<file path="src/rtl/des_pkg.sv">
// Shared DES constants: half-block widths and the Feistel expansion (E) table.
// The table lists 1-based source bits of R for output bits 1..48, DES numbering (bit 1 = MSB).
package des_pkg;

    localparam int DES_R_W    = 32;
    localparam int DES_E_W    = 48;
    localparam int DES_BLK_W  = 6;
    localparam int DES_BLOCKS = DES_E_W / DES_BLK_W;

    localparam int E_TABLE [DES_E_W] = '{
        32,  1,  2,  3,  4,  5,
         4,  5,  6,  7,  8,  9,
         8,  9, 10, 11, 12, 13,
        12, 13, 14, 15, 16, 17,
        16, 17, 18, 19, 20, 21,
        20, 21, 22, 23, 24, 25,
        24, 25, 26, 27, 28, 29,
        28, 29, 30, 31, 32,  1
    };

    // Vector index of DES bit n (1-based, MSB first) inside a w-bit slice.
    function automatic int des_bit_idx(input int w, input int n);
        return w - n;
    endfunction

endpackage

</file>
<file path="src/rtl/des_e_lane.sv">
// One combinational 32->48 DES expansion lane; pure wiring driven by the E table.
module des_e_lane
    import des_pkg::*;
(
    input  logic [DES_R_W-1:0] r,
    output logic [DES_E_W-1:0] e
);

    for (genvar j = 0; j < DES_E_W; j++) begin : g_bit
        assign e[des_bit_idx(DES_E_W, j + 1)] = r[des_bit_idx(DES_R_W, E_TABLE[j])];
    end

endmodule

</file>
<file path="src/rtl/des_expand_xor_pipe.sv">
// Two-stage, multi-lane DES expansion with optional subkey XOR and a completed-transfer counter.
// Handshake: a transfer moves when valid && ready on that side; ready never depends on valid.
module des_expand_xor_pipe
    import des_pkg::*;
#(
    parameter int LANES = 2,
    parameter int CNT_W = 16
) (
    input  logic                     wClk,
    input  logic                     wRstN,
    input  logic                     wFlush,
    input  logic                     wInValid,
    output logic                     rInReady,
    input  logic                     wXorEn,
    input  logic [DES_R_W*LANES-1:0] wData,
    input  logic [DES_E_W*LANES-1:0] wKey,
    output logic                     rOutValid,
    input  logic                     wOutReady,
    output logic [DES_E_W*LANES-1:0] rData,
    output logic [CNT_W-1:0]         rCount
);

    localparam int E_ALL_W = DES_E_W * LANES;

    logic [E_ALL_W-1:0] exp_comb;

    logic               s1_valid;
    logic [E_ALL_W-1:0] s1_exp;
    logic [E_ALL_W-1:0] s1_key;
    logic               s1_xor_en;
    logic               s2_valid;

    logic               s1_load;
    logic               s2_load;
    logic               out_fire;
    logic [E_ALL_W-1:0] s2_next;

    for (genvar i = 0; i < LANES; i++) begin : g_lane
        des_e_lane u_lane (
            .r (wData[DES_R_W*i +: DES_R_W]),
            .e (exp_comb[DES_E_W*i +: DES_E_W])
        );
    end

    // S2 may take a new item in the same cycle it hands the old one downstream.
    assign s2_load   = s1_valid && (!s2_valid || wOutReady);
    assign rInReady  = !s1_valid || s2_load;
    assign s1_load   = wInValid && rInReady;
    assign out_fire  = s2_valid && wOutReady;
    assign s2_next   = s1_exp ^ (s1_key & {E_ALL_W{s1_xor_en}});
    assign rOutValid = s2_valid;

    always_ff @(posedge wClk or negedge wRstN) begin
        if (!wRstN) begin
            s1_valid <= 1'b0;
        end else if (wFlush) begin
            s1_valid <= 1'b0;
        end else if (s1_load) begin
            s1_valid <= 1'b1;
        end else if (s2_load) begin
            s1_valid <= 1'b0;
        end
    end

    // Data registers move only on their load enable, so a flush leaves them as they were.
    always_ff @(posedge wClk or negedge wRstN) begin
        if (!wRstN) begin
            s1_exp    <= '0;
            s1_key    <= '0;
            s1_xor_en <= 1'b0;
        end else if (s1_load && !wFlush) begin
            s1_exp    <= exp_comb;
            s1_key    <= wKey;
            s1_xor_en <= wXorEn;
        end
    end

    always_ff @(posedge wClk or negedge wRstN) begin
        if (!wRstN) begin
            s2_valid <= 1'b0;
        end else if (wFlush) begin
            s2_valid <= 1'b0;
        end else if (s2_load) begin
            s2_valid <= 1'b1;
        end else if (out_fire) begin
            s2_valid <= 1'b0;
        end
    end

    always_ff @(posedge wClk or negedge wRstN) begin
        if (!wRstN) begin
            rData <= '0;
        end else if (s2_load && !wFlush) begin
            rData <= s2_next;
        end
    end

    always_ff @(posedge wClk or negedge wRstN) begin
        if (!wRstN) begin
            rCount <= '0;
        end else if (out_fire && !wFlush) begin
            rCount <= rCount + CNT_W'(1);
        end
    end

endmodule

</file>
<file path="config.mk">
export PLATFORM = sky130hd
export DESIGN_NAME = des_expand_xor_pipe
export DESIGN_NICKNAME = d
export VERILOG_FILES = /design/src/rtl/des_pkg.sv /design/src/rtl/des_e_lane.sv /design/src/rtl/des_expand_xor_pipe.sv
export SDC_FILE = /design/constraint.sdc
export NUM_CORES = 1
export LEC_CHECK = 0
export ABC_CLOCK_PERIOD_IN_PS = 4500
export CAP_MARGIN = 20
export CORE_AREA = 2 2 150 152
export CTS_CLUSTER_DIAMETER = 50
export DETAILED_ROUTE_END_ITERATION = 10
export DIE_AREA = 0 0 152 154
export PLACE_DENSITY = 0.95
export SLEW_MARGIN = 40
export SYNTH_ARGS = -nofsm -noshare
export SYNTH_HDL_FRONTEND = slang
export SYNTH_SLANG_ARGS = --single-unit
</file>
<file path="constraint.sdc">
create_clock -name wClk -period 4.5 [get_ports wClk]
set_input_delay 0.45 -clock wClk [delete_from_list [all_inputs] [get_ports wClk]]
set_output_delay 0.45 -clock wClk [all_outputs]
set_load 0.05 [all_outputs]
</file>
==> parameters.txt, run 1 <==
Parameter                              Value

Status
  Result of the run ... finished, final reports clean

Synthesis
  Synth warn ... 0
  Post-synth design cell area ... 11370 µm²
  Flip-flop and latch count after synthesis ... 275
  Synth top area cells ... sky130_fd_sc_hd__dfrtp_1 (61%), sky130_fd_sc_hd__mux2_2 (15%), sky130_fd_sc_hd__xor2_1 (7.8%)
  Number of enable flip-flop cells after synthesis ... 0
  Top cell type's share of synthesized area ... 60.55%
  Sequential element share of the synthesized area ... 60.55%
  Average size of a mapped cell ... 12.30 µm²
  Instance count of the mapped netlist ... 924
  Cell type contributing the most total cell area after synthesis ... sky130_fd_sc_hd__dfrtp_1
  Top cells by count, synth ... sky130_fd_sc_hd__dfrtp_1 (275), sky130_fd_sc_hd__mux2_2 (154), sky130_fd_sc_hd__nand2_1 (105)
  Most instantiated flip-flop cell in the synthesis netlist ... sky130_fd_sc_hd__dfrtp_1
  Synthesized net count ... 1091
  Distinct cell type count of the synthesized netlist ... 26
  Top-count cell post-synth ... sky130_fd_sc_hd__dfrtp_1
  Async set-or-reset flop fraction in the synthesized netlist ... 100.0%

STA
  Maximum frequency from static timing analysis ... 392.3 MHz
  Transition time at the pin with the least slew margin ... 819.3 ps
  Post-layout minimum cycle time ... 2549 ps
  Rel. slew slack ... 45.38%
  Worst setup slack after layout ... 1951 ps
  Hold_ws ... 374.5 ps
  Fin Setup TNS ... 0 ps
  Fin Clk Skew ... 5.929 ps
  Final setup violation count ... 0
  Slew Viols, Final ... 0
  Share of the clock period used by the worst path ... 56.65%
  Hold Fails Final Rpt ... 0
  RSZ-0062 raised after global routing ... false

Clock tree
  Buffer type at the clock tree root ... sky130_fd_sc_hd__clkbuf_16
  Number of buffers inserted during clock tree synthesis ... 30
  Clock-pin slew on the worst setup and hold paths ... 60 ps
  Maximum level of the CTS H-tree ... 1
  Worst skew pair latency ... 530 ps
  Clock tree from TritonCTS ... done
  Buffers inserted during post-CTS setup optimization ... 0
  Deepest clock path buffer count ... 3
  Number of clock sinks ... 275

Placed design
  Estimated wirelength of the detail-placed design ... 17.86 mm
  Worst slack, placed ... 1804 ps
  Number of buffers inserted by port buffering ... 279
  Number of cells in the design after placement ... 1440
  Routability congestion estimate from global placement ... 0.7927

Critical path
  Slowest stage cell, crit path ... sky130_fd_sc_hd__clkdlybuf4s50_1
  Worst setup path class ... register to primary output
  Startpoint type of the worst setup path ... register
  Critical path fanouts, max ... 4
  Type of element capturing the critical path ... primary output
  Data arrival, critical path ... 2100 ps
  Slowest cell delay on critical path ... 830 ps
  Worst Path Buf+Inv ... 1
  Worst EP required ... 4050 ps
  Kind of cell adding the most delay to the critical path ... buffers and inverters
  Cell breakdown of the critical path ... nor2b_2 -> nand2_1 -> clkdlybuf4s50_1
  Register-to-Register Setup Slack ... 2270 ps

Die
  Initial core utilization ... 52.41%
  Width of the die ... 152 µm
  Die Outline Area ... 23410 µm²
  Number of standard-cell rows in the floorplan ... 54
  Ports ... 280
  Vertical die dimension ... 154 µm
  Area of the core region ... 21690 µm²

Global route
  Largest net degree at the start of global routing ... 193
  First-pass GRT wire length ... 43.75 mm
  Antenna violations before repair ... 4
  Overall routing resource usage ... 22.97%
  Total congestion overflow ... 0
  Number of global-route vias before repair ... 8325

Routing
  Count of antenna-violating nets left after detailed routing ... 0
  Wire length per cell after detailed routing ... 18.18 µm
  Vias per Instance ... 5.220
  Number of violations reported at the end of detailed-routing iteration 0 ... 434
  Routed vias ... 7820
  Drt total wl ... 27.24 mm
  Initial DRT Pass Iterations ... 4
  Residual DRC count ... 0

Pwr
  Peak supply drop ... 343.0 µV
  Internal power consumption ... 5403 µW
  Leakage ... 0.006509 µW
  Power spent charging and discharging nets ... 2883 µW
  Switching portion of total power ... 34.80%
  Power share of the combinational group ... 31.4%
  Clock share of power ... 28.6%
  Power density cells ... 538.3 nW/µm²
  Portion of total power attributed to sequential cells ... 40.0%

Cells and area
  Ratio of cells with drive above 1 in the final layout ... 17.71%
  Number of fillers in the final layout ... 1381
  Layout-stage area growth over the synthesis result ... 35.45%
  Number of nets at the end of the flow ... 1361
  Final design utilization ... 70.98%
  Non-filler instance count after layout ... 1498

Flow run
  Max-cap violations ... 0

Min path
  Hold Path Class ... input pin to async pin
-- power groups by stage --
stage	registers, µW	clock network [µW]	logic (µW)
2_1_floorplan	4200	0	743
3_3_place_gp	3310	0	2530
3_5_place_dp	3350	0	2590
4_1_cts	3310	2420	2620
5_1_grt	3370	2530	2750
6_report	3310	2370	2600
-- per-layer routing --
layer	GRT usage (%)	routed length (µm)
met3	5.693	1745
met2	40.69	14150
met5	0	0
met4	8.189	755
met1	27.33	10590
-- repair_timing --
action / 4_1_cts / 5_1_grt
hold endpoints to repair: 78 / 0
resized for setup: 0 / 0
hold buffers: 1 / 0
-- per-stage QoR --
| step | cell area (µm²) | power [µW] |
|---|---|---|
| 3_3_place_gp | 14380 | 5839 |
| 2_1_floorplan | 11370 | 4946 |
| 4_1_cts | 15360 | 8350 |
| 6_report | 15390 | 8286 |
| 3_5_place_dp | 14380 | 5939 |
| 5_1_grt | 15390 | 8652 |
-- layout make-up --
type | instances | area [µm²] | share of cell area (%)
tap | 280 | 350.3 | 2.276
clock buffer | 46 | 902.1 | 5.860
inverter | 2 | 7.507 | 0.04876
sequential | 275 | 6885 | 44.73
multi-input combinational | 596 | 4218 | 27.40
timing repair buffer | 289 | 2958 | 19.21
clock inverter | 6 | 63.81 | 0.4145
antenna | 4 | 10.01 | 0.06502
-- state kept, by name, summed over array words and instances, names as in the netlist --
signal / flops
s1_xor_en: 1
s1_key: 96
rCount: 16
s1_valid: 1
rData: 96
rOutValid: 1
s1_exp: 64
-- path summary, 6_finish.rpt --
kind	startpoint	to	cells past startpoint
setup / recovery	rOutValid	rInReady	3
hold / removal	wRstN	rData[53]	2
setup reg to reg	rOutValid	s1_key[17]	5
hold reg to reg	s1_key[57]	s1_key[57]	1
max in group asynchronous	wRstN	rData[16]	4
min in group wClk	s1_key[57]	s1_key[57]	1
-- cell usage in the layout (no fill, tap or decap), types with 2 or more instances in the layout --
| master | instances |
|---|---|
| sky130_fd_sc_hd__nand4_1 | 2 |
| sky130_fd_sc_hd__xor2_1 | 101 |
| sky130_fd_sc_hd__clkbuf_8 | 7 |
| sky130_fd_sc_hd__nor3_2 | 2 |
| sky130_fd_sc_hd__mux2_1 | 8 |
| sky130_fd_sc_hd__buf_12 | 5 |
| sky130_fd_sc_hd__a21oi_1 | 97 |
| sky130_fd_sc_hd__nor2_1 | 103 |
| sky130_fd_sc_hd__diode_2 | 4 |
| sky130_fd_sc_hd__dfrtp_1 | 274 |
| sky130_fd_sc_hd__clkinv_2 | 3 |
| sky130_fd_sc_hd__xnor2_1 | 10 |
| sky130_fd_sc_hd__inv_1 | 2 |
| sky130_fd_sc_hd__nand2_1 | 105 |
| sky130_fd_sc_hd__nand3_1 | 3 |
| sky130_fd_sc_hd__clkbuf_16 | 31 |
| sky130_fd_sc_hd__and3_1 | 2 |
| sky130_fd_sc_hd__clkdlybuf4s50_1 | 278 |
| sky130_fd_sc_hd__clkbuf_1 | 8 |
| sky130_fd_sc_hd__mux2_2 | 154 |
| sky130_fd_sc_hd__buf_4 | 3 |
-- cell families (layout without fill, tap and decap cells) --
kind of cell             count (synthesis)  count (layout)  synth area share (%)
flip-flops                             275             275                 60.55
AND/OR/NAND/NOR                        225             225                 8.080
multiplexers                           162             162                 16.05
XOR/XNOR                               111             111                 8.553
AO/OA/AOI/OAI                           97              97                 4.271
buffers and inverters                   53             343                 2.389
adder cells (fa/ha/maj)                  1               1                0.1101
other                                    0               4                     0
Note: power is estimated with default switching activity, not from simulation.
==> inputs of run 2 (changes only) <==
ABC_CLOCK_PERIOD_IN_PS = 2600   (was 4500)
CORE_AREA = 2 2 154 156   (was 2 2 150 152)
DIE_AREA = 0 0 156 158   (was 0 0 152 154)
PLACE_DENSITY = 0.91   (was 0.95)
clock period = 2.6 ns   (was 4.5 ns; I/O delays follow)
==> run 2 against run 1 <==
Net effect: clock-buffer cell count did not move; critical endpoint unchanged; sequential power rose by 72%; die area rose by 5.3%; register-to-register slack got worse by 1600 ps; core utilization fell by 3.5 points; critical path depth did not move; via count rose by 0.37%; largest power group unchanged.
==> parameters.txt, run 2 (synthesis gave the netlist of run 1 again) <==
Parameter                              Value

STA
  Hold Fails Final Rpt ... 0 (unchanged)
  RSZ-0062 raised after global routing ... false
  Worst setup slack after layout ... 259.1 ps (-1692 ps)
  Fin Clk Skew ... 10.00 ps (+4.071 ps)
  Maximum frequency from static timing analysis ... 427.2 MHz
  Final setup violation count ... 0 (unchanged)
  Hold_ws ... 320.5 ps (-54.07 ps)
  Transition time at the pin with the least slew margin ... 675.7 ps (-143.6 ps)
  Rel. slew slack ... 54.95% (+9.6 points)
  Post-layout minimum cycle time ... 2341 ps
  Share of the clock period used by the worst path ... 90.04%
  Slew Viols, Final ... 0 (unchanged)
  Fin Setup TNS ... 0 ps (unchanged)

Cells and area
  Largest registers ... rData x96, s1_key x96, s1_exp x64
  Sequential standard cell area ... 6885 µm² (unchanged)
  Ratio of cells with drive above 1 in the final layout ... 18.45% (+0.74 points)
  Number of fillers in the final layout ... 1604 (+16%)
  Number of nets at the end of the flow ... 1371 (+0.73%)
  Antenna diode instance count ... 0 (-4)
  Layout-stage area growth over the synthesis result ... 36.97%
  Non-filler instance count after layout ... 1515 (+1.1%)
  Top library cells by usage in the layout, fill and taps aside ... sky130_fd_sc_hd__clkdlybuf4s50_1 (278), sky130_fd_sc_hd__dfrtp_1 (274), sky130_fd_sc_hd__mux2_2 (154)
  Multi-input logic area ... 4218 µm² (unchanged)
  Most frequent standard cell in the layout excluding fill and tap cells ... sky130_fd_sc_hd__clkdlybuf4s50_1
  Area of all placed cells without fillers ... 15570 µm² (+1.1%)

Global route
  Overall routing resource usage ... 21.78% (-1.2 points)
  Largest net degree at the start of global routing ... 103 (-47%)
  First-pass GRT wire length ... 42.70 mm (-2.4%)
  Total congestion overflow ... 0 (unchanged)
  Number of global-route vias before repair ... 8149 (-2.1%)
  Antenna violations before repair ... 1 (-3)

Placed design
  Worst slack, placed ... 327.6 ps (-1477 ps)
  Placed inst area ... 14550 µm² (+1.2%)
  Estimated wirelength of the detail-placed design ... 18.46 mm (+3.4%)
  Number of buffers inserted by port buffering ... 279 (unchanged)
  Routability congestion estimate from global placement ... 0.8107 (+2.3%)
  Number of cells in the design after placement ... 1461 (+1.5%)

Pwr
  Peak supply drop ... 623.1 µV (+82%)
  Leakage ... 0.006594 µW (+1.3%)
  Power density cells ... 931.7 nW/µm² (+73%)

Status
  Result of the run ... finished, final reports clean

Die
  Vertical die dimension ... 158 µm (+2.6%)
  Ports ... 280 (unchanged)
  Area of the core region ... 23050 µm² (+6.3%)
  Number of standard-cell rows in the floorplan ... 56 (+3.7%)
  Width of the die ... 156 µm (+2.6%)
  Die Outline Area ... 24650 µm² (+5.3%)
  Initial core utilization ... 49.31% (-3.1 points)

Clock tree
  Worst skew pair latency ... 540 ps (about the same)
  Clock-pin slew on the worst setup and hold paths ... 60 ps (about the same)
  Buffer type at the clock tree root ... sky130_fd_sc_hd__clkbuf_16
  Number of buffers inserted during clock tree synthesis ... 30 (unchanged)
  Number of hold buffers added after CTS ... 1 (unchanged)
  Deepest clock path buffer count ... 3 (unchanged)
  Buffers inserted during post-CTS setup optimization ... 0 (unchanged)
  Number of clock sinks ... 275 (unchanged)
  Clock tree from TritonCTS ... done
  Maximum level of the CTS H-tree ... 1 (unchanged)
  Count of cells resized by post-cts repair ... 0 (unchanged)

Routing
  Wire length per cell after detailed routing ... 17.73 µm (-2.5%)
  Initial DRT Pass Iterations ... 6 (+2)
  Vias per Instance ... 5.181 (-0.76%)
  Residual DRC count ... 0 (unchanged)
  Count of antenna-violating nets left after detailed routing ... 0 (unchanged)
  Routed vias ... 7849 (+0.37%)
  Drt total wl ... 26.86 mm (-1.4%)
  Number of violations reported at the end of detailed-routing iteration 0 ... 368 (-15%)

Min path
  Worst hold path depth ... 2
  Hold Path Class ... input pin to register
  Worst min-delay path startpoint ... wKey[54]
  Worst-case hold path end point ... s1_key[54]

Critical path
  Worst EP required ... 2340 ps (-1710 ps)
  Worst setup path class ... register to primary output
  Type of element capturing the critical path ... primary output
  Origin of the critical flop-to-flop path ... rOutValid
  Startpoint type of the worst setup path ... register
  Data arrival, critical path ... 2080 ps (-20 ps)
  Critical path fanouts, max ... 4 (unchanged)
  Register-to-Register Setup Slack ... 630 ps (-1640 ps)
  Critical R2R Capture ... s1_exp[9]
  Cell depth of the worst flop-to-flop path ... 6 (+1)

Flow run
  Max-cap violations ... 0 (unchanged)
## run 2: cell count changes in the layout (fill, tap and decap cells not counted), sizes merged
cell / change
buf: +10
bufinv: +1
clkinv: -1
clkinvlp: -1
diode: -4
inv: +2
## run 2: report_power, final
part / switching, µW / leakage (µW) / internal (µW)
clock network: 1680 / 0.000492 / 2580
logic: 2760 / 0.00293 / 1780
registers: 572 / 0.00318 / 5130
total: 5010 / 0.00659 / 9490
## run 2: final cells by class
class | count | area share, %
clock buffer | 46 | 5.795
tap | 290 | 2.331
sequential | 275 | 44.23
inverter | 2 | 0.04822
multi-input combinational | 596 | 27.09
timing repair buffer | 299 | 19.84
clock inverter | 7 | 0.6671
## run 2: worst max path at each step
stage | from | end | slack, ps | cells past startpoint
floorplan | rOutValid | s1_key[52] | 190 | 7
global placement | wOutReady | s1_exp[9] | 410 | 7
detailed placement | wOutReady | s1_key[9] | 330 | 7
finish | rOutValid | rInReady | 260 | 3
CTS | rOutValid | rInReady | 220 | 3
global route | rOutValid | rInReady | 180 | 3
## run 2: through the flow
step | util (%) | power (µW)
final | 67.53 | 14500
after global routing | 67.53 | 15140
after CTS | 67.53 | 14630
after detailed placement | 63.12 | 10310
after global placement | 63.12 | 10150
after floorplan | - | 8561
## run 2: per-layer routing
| layer | up-vias | share of wire (%) | track usage [%] |
|---|---|---|---|
| met4 | 2 | 3.3 | 7.689 |
| met1 | 3911 | 40 | 26.46 |
| met2 | 238 | 51 | 38.31 |
| met5 | - | 0.048 | 0 |
| met3 | 67 | 6.2 | 5.010 |
| li1 | 3631 | - | - |
## run 2: worst max-delay path: stages (launching register included)
cell,delay [ps]
sky130_fd_sc_hd__dfrtp_1,430
sky130_fd_sc_hd__nor2b_2,210
sky130_fd_sc_hd__nand2_1,100
sky130_fd_sc_hd__clkdlybuf4s50_1,810
